## config.mk

```make
export PLATFORM = sky130hd
export DESIGN_NAME = vga_timing_out_flat
export DESIGN_NICKNAME = d
export VERILOG_FILES = /design/src/rtl/vga_pkg.sv /design/src/rtl/vga_if.sv /design/src/rtl/vga_sync_delay_line.sv /design/src/rtl/vga_timing_out.sv /design/src/flat_wrapper.sv
export SDC_FILE = /design/constraint.sdc
export NUM_CORES = 1
export LEC_CHECK = 0
export CAP_MARGIN = 20
export CORE_MARGIN = 2
export CORE_UTILIZATION = 31
export CTS_CLUSTER_SIZE = 20
export DETAILED_ROUTE_END_ITERATION = 16
export REMOVE_ABC_BUFFERS = 1
export SLEW_MARGIN = 25
export SYNTH_ARGS = -nofsm -noshare
export SYNTH_HDL_FRONTEND = slang
export SYNTH_SLANG_ARGS = --single-unit
```

## constraint.sdc

```tcl
create_clock -name clk -period 3.4 [get_ports clk]
set_input_delay 0.51 -clock clk [delete_from_list [all_inputs] [get_ports clk]]
set_output_delay 0.51 -clock clk [all_outputs]
set_load 0.02 [all_outputs]
```

## src/rtl/vga_pkg.sv

```systemverilog
// Shared VGA timing defaults, coordinate type and RGB332 colour expansion.
package vga_pkg;

  // Default 640x480@60 Hz timing (pixel clock 25 MHz).
  localparam int DEF_H_ACTIVE = 640;
  localparam int DEF_H_FP     = 16;
  localparam int DEF_H_SYNC   = 96;
  localparam int DEF_H_BP     = 48;
  localparam int DEF_V_ACTIVE = 480;
  localparam int DEF_V_FP     = 10;
  localparam int DEF_V_SYNC   = 2;
  localparam int DEF_V_BP     = 33;
  localparam int DEF_MUX_LAT  = 1;

  localparam int DEF_H_TOTAL = DEF_H_ACTIVE + DEF_H_FP + DEF_H_SYNC + DEF_H_BP;
  localparam int DEF_V_TOTAL = DEF_V_ACTIVE + DEF_V_FP + DEF_V_SYNC + DEF_V_BP;

  localparam int COORD_W = 11;
  typedef logic [COORD_W-1:0] coord_t;

  typedef struct packed {
    logic [7:0] r;
    logic [7:0] g;
    logic [7:0] b;
  } rgb888_t;

  // Replicate each channel's bits so that all-ones maps to 8'hFF and zero to 8'h00.
  function automatic rgb888_t rgb332_expand(input logic [7:0] pix);
    rgb888_t c;
    c.r = {pix[7:5], pix[7:5], pix[7:6]};
    c.g = {pix[4:2], pix[4:2], pix[4:3]};
    c.b = {4{pix[1:0]}};
    return c;
  endfunction

endpackage

```

## src/rtl/vga_if.sv

```systemverilog
// Pixel-side bus between the timing generator, the object mux and the DAC pins.
interface vga_if;
  import vga_pkg::*;

  coord_t     pixelX;
  coord_t     pixelY;
  logic       startOfFrame;
  logic [7:0] RGBIn;
  logic [7:0] red;
  logic [7:0] green;
  logic [7:0] blue;
  logic       hsync;
  logic       vsync;
  logic       blank_n;
  logic       sync_n;

  // Timing generator side: publishes coordinates and drives the DAC.
  modport master (
    output pixelX, pixelY, startOfFrame,
    output red, green, blue, hsync, vsync, blank_n, sync_n,
    input  RGBIn
  );

  // Object mux / board side: consumes coordinates and pins, returns the pixel.
  modport slave (
    input  pixelX, pixelY, startOfFrame,
    input  red, green, blue, hsync, vsync, blank_n, sync_n,
    output RGBIn
  );

endinterface

```

## src/rtl/vga_sync_delay_line.sv

```systemverilog
// Fixed-depth register pipeline used to align sync/active terms with the mux pixel.
module sync_delay_line #(
  parameter int               DEPTH     = 1,
  parameter int               WIDTH     = 3,
  parameter logic [WIDTH-1:0] RESET_VAL = '0
) (
  input  logic             clk,
  input  logic             resetN,
  input  logic [WIDTH-1:0] din,
  output logic [WIDTH-1:0] dout
);

  if (DEPTH == 0) begin : g_pass
    logic unused_clk_rst;
    assign unused_clk_rst = clk ^ resetN;
    assign dout = din;
  end else begin : g_pipe
    logic [WIDTH-1:0] stage [DEPTH];

    // Shift the terms one stage per clock; every stage starts from RESET_VAL.
    always_ff @(posedge clk or negedge resetN) begin
      if (!resetN) begin
        // NOTE: these stages are plain flops, not RAM, so resetting every entry is cheap and keeps idle syncs inactive.
        for (int i = 0; i < DEPTH; i++) stage[i] <= RESET_VAL;
      end else begin
        stage[0] <= din;
        for (int i = 1; i < DEPTH; i++) stage[i] <= stage[i-1];
      end
    end

    assign dout = stage[DEPTH-1];
  end

endmodule

```

## src/rtl/vga_timing_out.sv

```systemverilog
// VGA timing generator: publishes pixelX/pixelY to the object mux and drives the
// DAC with the returned RGB332 pixel expanded to 8 bits per channel.
module vga_timing_out
  import vga_pkg::*;
#(
  parameter int H_ACTIVE = DEF_H_ACTIVE,
  parameter int H_FP     = DEF_H_FP,
  parameter int H_SYNC   = DEF_H_SYNC,
  parameter int H_BP     = DEF_H_BP,
  parameter int V_ACTIVE = DEF_V_ACTIVE,
  parameter int V_FP     = DEF_V_FP,
  parameter int V_SYNC   = DEF_V_SYNC,
  parameter int V_BP     = DEF_V_BP,
  parameter int MUX_LAT  = DEF_MUX_LAT
) (
  input  logic  clk,
  input  logic  resetN,
  vga_if.master vga
);

  localparam int H_TOTAL = H_ACTIVE + H_FP + H_SYNC + H_BP;
  localparam int V_TOTAL = V_ACTIVE + V_FP + V_SYNC + V_BP;

  localparam coord_t H_LAST     = coord_t'(H_TOTAL - 1);
  localparam coord_t V_LAST     = coord_t'(V_TOTAL - 1);
  localparam coord_t H_VIS      = coord_t'(H_ACTIVE);
  localparam coord_t V_VIS      = coord_t'(V_ACTIVE);
  localparam coord_t H_SYNC_ON  = coord_t'(H_ACTIVE + H_FP);
  localparam coord_t H_SYNC_OFF = coord_t'(H_ACTIVE + H_FP + H_SYNC);
  localparam coord_t V_SYNC_ON  = coord_t'(V_ACTIVE + V_FP);
  localparam coord_t V_SYNC_OFF = coord_t'(V_ACTIVE + V_FP + V_SYNC);

  // Delay-line bit order is {hs, vs, active}; idle state is syncs high, not visible.
  localparam logic [2:0] TERMS_RESET = 3'b110;

  coord_t     hcnt;
  coord_t     vcnt;
  logic       hs_raw;
  logic       vs_raw;
  logic       active_raw;
  logic [2:0] terms_dly;
  logic       hs_dly;
  logic       vs_dly;
  logic       active_dly;
  rgb888_t    rgb_q;
  logic       hsync_q;
  logic       vsync_q;
  logic       blank_q;

  // Pixel and line counters; the line counter advances only on the pixel wrap.
  always_ff @(posedge clk or negedge resetN) begin
    if (!resetN) begin
      hcnt <= '0;
      vcnt <= '0;
    end else if (hcnt == H_LAST) begin
      // NOTE: non-blocking so both counters update from the same pre-edge values.
      hcnt <= '0;
      vcnt <= (vcnt == V_LAST) ? '0 : vcnt + coord_t'(1);
    end else begin
      hcnt <= hcnt + coord_t'(1);
    end
  end

  // Undelayed sync and visible-area terms decoded from the counters.
  always_comb begin
    // NOTE: every output gets a default first so no path can infer a latch.
    hs_raw     = 1'b1;
    vs_raw     = 1'b1;
    active_raw = 1'b0;
    if (hcnt >= H_SYNC_ON && hcnt < H_SYNC_OFF) hs_raw = 1'b0;
    if (vcnt >= V_SYNC_ON && vcnt < V_SYNC_OFF) vs_raw = 1'b0;
    if (hcnt < H_VIS && vcnt < V_VIS) active_raw = 1'b1;
  end

  sync_delay_line #(
    .DEPTH     (MUX_LAT),
    .WIDTH     (3),
    .RESET_VAL (TERMS_RESET)
  ) u_sync_dly (
    .clk    (clk),
    .resetN (resetN),
    .din    ({hs_raw, vs_raw, active_raw}),
    .dout   (terms_dly)
  );

  assign {hs_dly, vs_dly, active_dly} = terms_dly;

  // Output register: sample the mux pixel alongside its delayed sync/blank terms.
  always_ff @(posedge clk or negedge resetN) begin
    if (!resetN) begin
      hsync_q <= 1'b1;
      vsync_q <= 1'b1;
      blank_q <= 1'b0;
      rgb_q   <= '0;
    end else begin
      hsync_q <= hs_dly;
      vsync_q <= vs_dly;
      blank_q <= active_dly;
      rgb_q   <= active_dly ? rgb332_expand(vga.RGBIn) : '0;
    end
  end

  assign vga.pixelX       = hcnt;
  assign vga.pixelY       = vcnt;
  assign vga.startOfFrame = (hcnt == '0) && (vcnt == '0);
  assign vga.red          = rgb_q.r;
  assign vga.green        = rgb_q.g;
  assign vga.blue         = rgb_q.b;
  assign vga.hsync        = hsync_q;
  assign vga.vsync        = vsync_q;
  assign vga.blank_n      = blank_q;
  assign vga.sync_n       = 1'b1;

endmodule

```

## src/flat_wrapper.sv

```systemverilog
// flat-port wrapper written by rule: the top's interface ports become plain ports
module vga_timing_out_flat import vga_pkg::*;
#(
  parameter int H_ACTIVE = DEF_H_ACTIVE,
  parameter int H_FP     = DEF_H_FP,
  parameter int H_SYNC   = DEF_H_SYNC,
  parameter int H_BP     = DEF_H_BP,
  parameter int V_ACTIVE = DEF_V_ACTIVE,
  parameter int V_FP     = DEF_V_FP,
  parameter int V_SYNC   = DEF_V_SYNC,
  parameter int V_BP     = DEF_V_BP,
  parameter int MUX_LAT  = DEF_MUX_LAT
)
  (clk, resetN, vga_pixelX, vga_pixelY, vga_startOfFrame, vga_red, vga_green, vga_blue, vga_hsync, vga_vsync, vga_blank_n, vga_sync_n, vga_RGBIn);
  vga_if vga_i ();
  input  logic clk;
  input  logic resetN;
  output wire logic [$bits(vga_i.pixelX)-1:0] vga_pixelX;
  output wire logic [$bits(vga_i.pixelY)-1:0] vga_pixelY;
  output wire logic [$bits(vga_i.startOfFrame)-1:0] vga_startOfFrame;
  output wire logic [$bits(vga_i.red)-1:0] vga_red;
  output wire logic [$bits(vga_i.green)-1:0] vga_green;
  output wire logic [$bits(vga_i.blue)-1:0] vga_blue;
  output wire logic [$bits(vga_i.hsync)-1:0] vga_hsync;
  output wire logic [$bits(vga_i.vsync)-1:0] vga_vsync;
  output wire logic [$bits(vga_i.blank_n)-1:0] vga_blank_n;
  output wire logic [$bits(vga_i.sync_n)-1:0] vga_sync_n;
  input wire logic [$bits(vga_i.RGBIn)-1:0] vga_RGBIn;
  assign vga_pixelX = vga_i.pixelX;
  assign vga_pixelY = vga_i.pixelY;
  assign vga_startOfFrame = vga_i.startOfFrame;
  assign vga_red = vga_i.red;
  assign vga_green = vga_i.green;
  assign vga_blue = vga_i.blue;
  assign vga_hsync = vga_i.hsync;
  assign vga_vsync = vga_i.vsync;
  assign vga_blank_n = vga_i.blank_n;
  assign vga_sync_n = vga_i.sync_n;
  assign vga_i.RGBIn = vga_RGBIn;
  vga_timing_out #(.H_ACTIVE(H_ACTIVE), .H_FP(H_FP), .H_SYNC(H_SYNC), .H_BP(H_BP), .V_ACTIVE(V_ACTIVE), .V_FP(V_FP), .V_SYNC(V_SYNC), .V_BP(V_BP), .MUX_LAT(MUX_LAT)) u_core (.clk(clk), .resetN(resetN), .vga(vga_i));
endmodule
```

==> results.yml <==
cells_and_area:
  flow.area_growth_from_synthesis_pct: 37.0
  multi_input_area_sq_um: 632
  layout_common_cells: "58 x clkdlybuf4s50_1, 32 x dfrtp_1, 10 x nand3_1, 9 x nand4_1"
  nNetsFinal: 222
  final_layout_size_suffix_gt1_share_pct: 9.09
  final_common_cell: "clkdlybuf4s50_1"
  fillers: 527
  ff_latch_area_sq_um: 906
  n_antenna_cell: 0
  final_cells: 281
sta:
  maxSlewHeadroom_pct: 47.0
  rsz0062_at_grt: "no"
  post-route-period-util_pct: 82.5
  fin_skew_ns: 0.00848
  max_freq_mhz: 356
  worst_pin_slew_ns: 0.795
  timing.final.hold_violations: 0
  fin_tns_setup_ns: 0
  slew_violations: 0
  finalSetupViolations: 0
  fin_crit_ns: 2.81
placed_design:
  dpl.cell_count: 273
  dp_hpwl_mm: 2.53
  port_buffers: 59
  gp_congestion: 0.751
global_route:
  grt_antenna_before_repair: 0
  globalRouteTotalUtil_pct: 12.4
  grt_max_degree: 37
  grt_pass1_wl_mm: 5.95
  grt_overflow_total: 0
  grt_pass1_vias: 1189
logic_synthesis:
  synthCells: 162
  synth-async-reset-ratio_pct: 100
  yosys_most_used_dff: "dfrtp_1"
  synth_edf_count: 0
  ys_seq_area_share_pct: 52.5
  muxShareOfSynthArea_pct: 0.581
  synth_cell_types: 35
  synth_fa_ha_area_share_pct: 2.90
  synth_xor_area_share_pct: 6.10
  synth_compound_area_share_pct: 4.43
  synth_simple_gate_area_share_pct: 22.4
  synth_top_family_by_area: "simple AND/OR/NAND/NOR gates"
  ys_seq_elements: 36
  syn_area_sq_um: 1720
  avgSynthCellArea_sq_um: 10.6
  yosys_warnings: 0
power_and_ir_drop:
  leakagePower_nw: 0.986
  peakVddDrop_uv: 197
  clock_power_share_pct: 42.9
  intPower_mw: 0.685
  p_per_area_nw_per_um2: 374
  sw_frac_of_total_pct: 22.6
  power_frac_comb_pct: 7.8
  p_sw_mw: 0.200
  p_seq_share_pct: 49.3
floorplan:
  die_w_um: 78.6
  start_util_pct: 31.7
  core-area_sq_um: 5440
  rows: 27
  die_area_sq_um: 6170
  die_h_um: 78.6
  io_pins: 61
status:
  outcome: "finished, final reports clean"
routing:
  drc: 0
  drt_iter0_markers: 32
  dr.pass1.iters: 4
  routed-via-count: 1276
  antenna_left: 0
  wl_mm: 3.57
  vias_per_cell: 4.54
  routedWlPerCell_um: 12.7
clock_tree:
  clockRootBuffer: "clkbuf_8"
  htreeDepth: 2
  cts_resized: 0
  clockBufferDepth: 2
  clock_latency_ns: 0.29
  clkTransAtPathRegs_ns: 0.08
  cts.sinks: 36
  cts_inserted_buffers: 5
  ctsHoldBuffers: 0
  post_cts_buffers: 0
  tritoncts: "built"
critical_path:
  path_max_fanout: 8
  required_ns: 2.89
  path_class: "reg -> out"
  worstPathArrival_ns: 2.30
  cp-start-kind: "flip-flop"
  endpoint_kind: "primary output"
min_path:
  holdCritPathClass: "in -> async"
job:
  max_cap_viol_count: 0
## sequential cells by signal, summed over array words and instances, names as in the netlist
signal and cells:
u_core.vga.blue 2, u_core.vga.green 3, u_core.vga.vsync 1, u_core.vga.pixelX 11, u_core.vga.blank_n 1, u_core.vga.red 3, u_core.vga.hsync 1, u_core.vga.pixelY 11
u_core.u_sync_dly.dout 3
## cells by family after synthesis
| family | after synthesis |
|---|---|
| AND/OR/NAND/NOR | 65 |
| flip-flops | 36 |
| buffers and inverters | 29 |
| AO/OA/AOI/OAI | 14 |
| XOR/XNOR | 12 |
| adder cells (fa/ha/maj) | 4 |
| other | 1 |
| multiplexers | 1 |
## area by class of cell
type / instances / share of cell area (%)
clock buffer: 5 / 2.91
clock inverter: 3 / 1.80
inverter: 8 / 1.27
multi-input combinational: 97 / 26.7
sequential: 36 / 38.3
tap: 72 / 3.81
timing repair buffer: 60 / 25.1
## layer usage
| metal | GRT usage [%] | share of wire [%] | up-vias |
|---|---|---|---|
| li1 | - | - | 631 |
| met1 | 15.7 | 44 | 598 |
| met2 | 19.8 | 47 | 43 |
| met3 | 4.02 | 7.0 | 4 |
| met4 | 4.74 | 1.5 | 0 |
| met5 | 0 | 0 | - |
## synthesized netlist by cell type, drive strengths merged, types with 2 or more instances
cell / count / area share [%]
nor4: 3 / 1.5
a31oi: 3 / 1.1
a21oi: 4 / 1.2
xnor2: 6 / 3.0
nand3: 10 / 2.9
dfstp: 4 / 6.1
nor3: 4 / 1.2
nand4: 9 / 3.3
ha: 4 / 2.9
nand2b: 2 / 0.73
dfrtp: 32 / 46
buf: 21 / 9.1
xor2: 6 / 3.0
nand2: 7 / 1.5
inv: 8 / 1.7
o21ai: 6 / 1.7
and4: 2 / 1.1
or4: 3 / 1.5
or3: 3 / 1.1
and2: 9 / 3.3
nor2: 8 / 1.7
## critical path, cell delays in order, from the launching register on
cell and delay, ns:
dfrtp_1 0.46, or3_1 0.40, or4_1 0.39, nor2_1 0.13
clkdlybuf4s50_1 0.62
## through the flow
stage / util, % / hold WS, ns / setup slack, ns / power (mW) / cell area (sq um)
finish: 43.4 / 0.297 / 0.594 / 0.884 / 2360
global route: 43.4 / 0.360 / 0.520 / 0.917 / 2360
CTS: 43.4 / 0.335 / 0.589 / 0.896 / 2360
detailed placement: 41.4 / 0.347 / 0.928 / 0.515 / 2250
global placement: 41.4 / 0.346 / 0.926 / 0.514 / 2250
floorplan: - / 0.214 / 1.09 / 0.468 / 1570
## power by group through the flow
| stage | clock network [mW] | logic (mW) | registers (mW) |
|---|---|---|---|
| final | 0.379 | 0.0691 | 0.436 |
| after global routing | 0.406 | 0.0743 | 0.437 |
| after CTS | 0.389 | 0.0706 | 0.436 |
| after detailed placement | 0 | 0.0705 | 0.445 |
| after global placement | 0 | 0.0701 | 0.444 |
| after floorplan | 0 | 0.00416 | 0.464 |
## path summary, 6_finish.rpt
check / start / to / slack (ns) / cells past startpoint
max: u_core.vga.pixelY[2]$_DFFE_PN0N_ / vga_startOfFrame / 0.59 / 4
min: resetN / u_core.vga.red[6]$_DFF_PN0_ / 0.30 / 1
max reg2reg: u_core.vga.pixelX[0]$_DFF_PN0_ / u_core.vga.pixelY[6]$_DFFE_PN0N_ / 1.11 / 6
min reg2reg: u_core.u_sync_dly.dout[2]$_DFF_PN1_ / u_core.vga.hsync$_DFF_PN1_ / 0.35 / 0
max in group asynchronous: resetN / u_core.vga.pixelY[6]$_DFFE_PN0N_ / 2.59 / 1
min in group clk: u_core.u_sync_dly.dout[2]$_DFF_PN1_ / u_core.vga.hsync$_DFF_PN1_ / 0.35 / 0
Note: power is estimated with default switching activity, not from simulation.
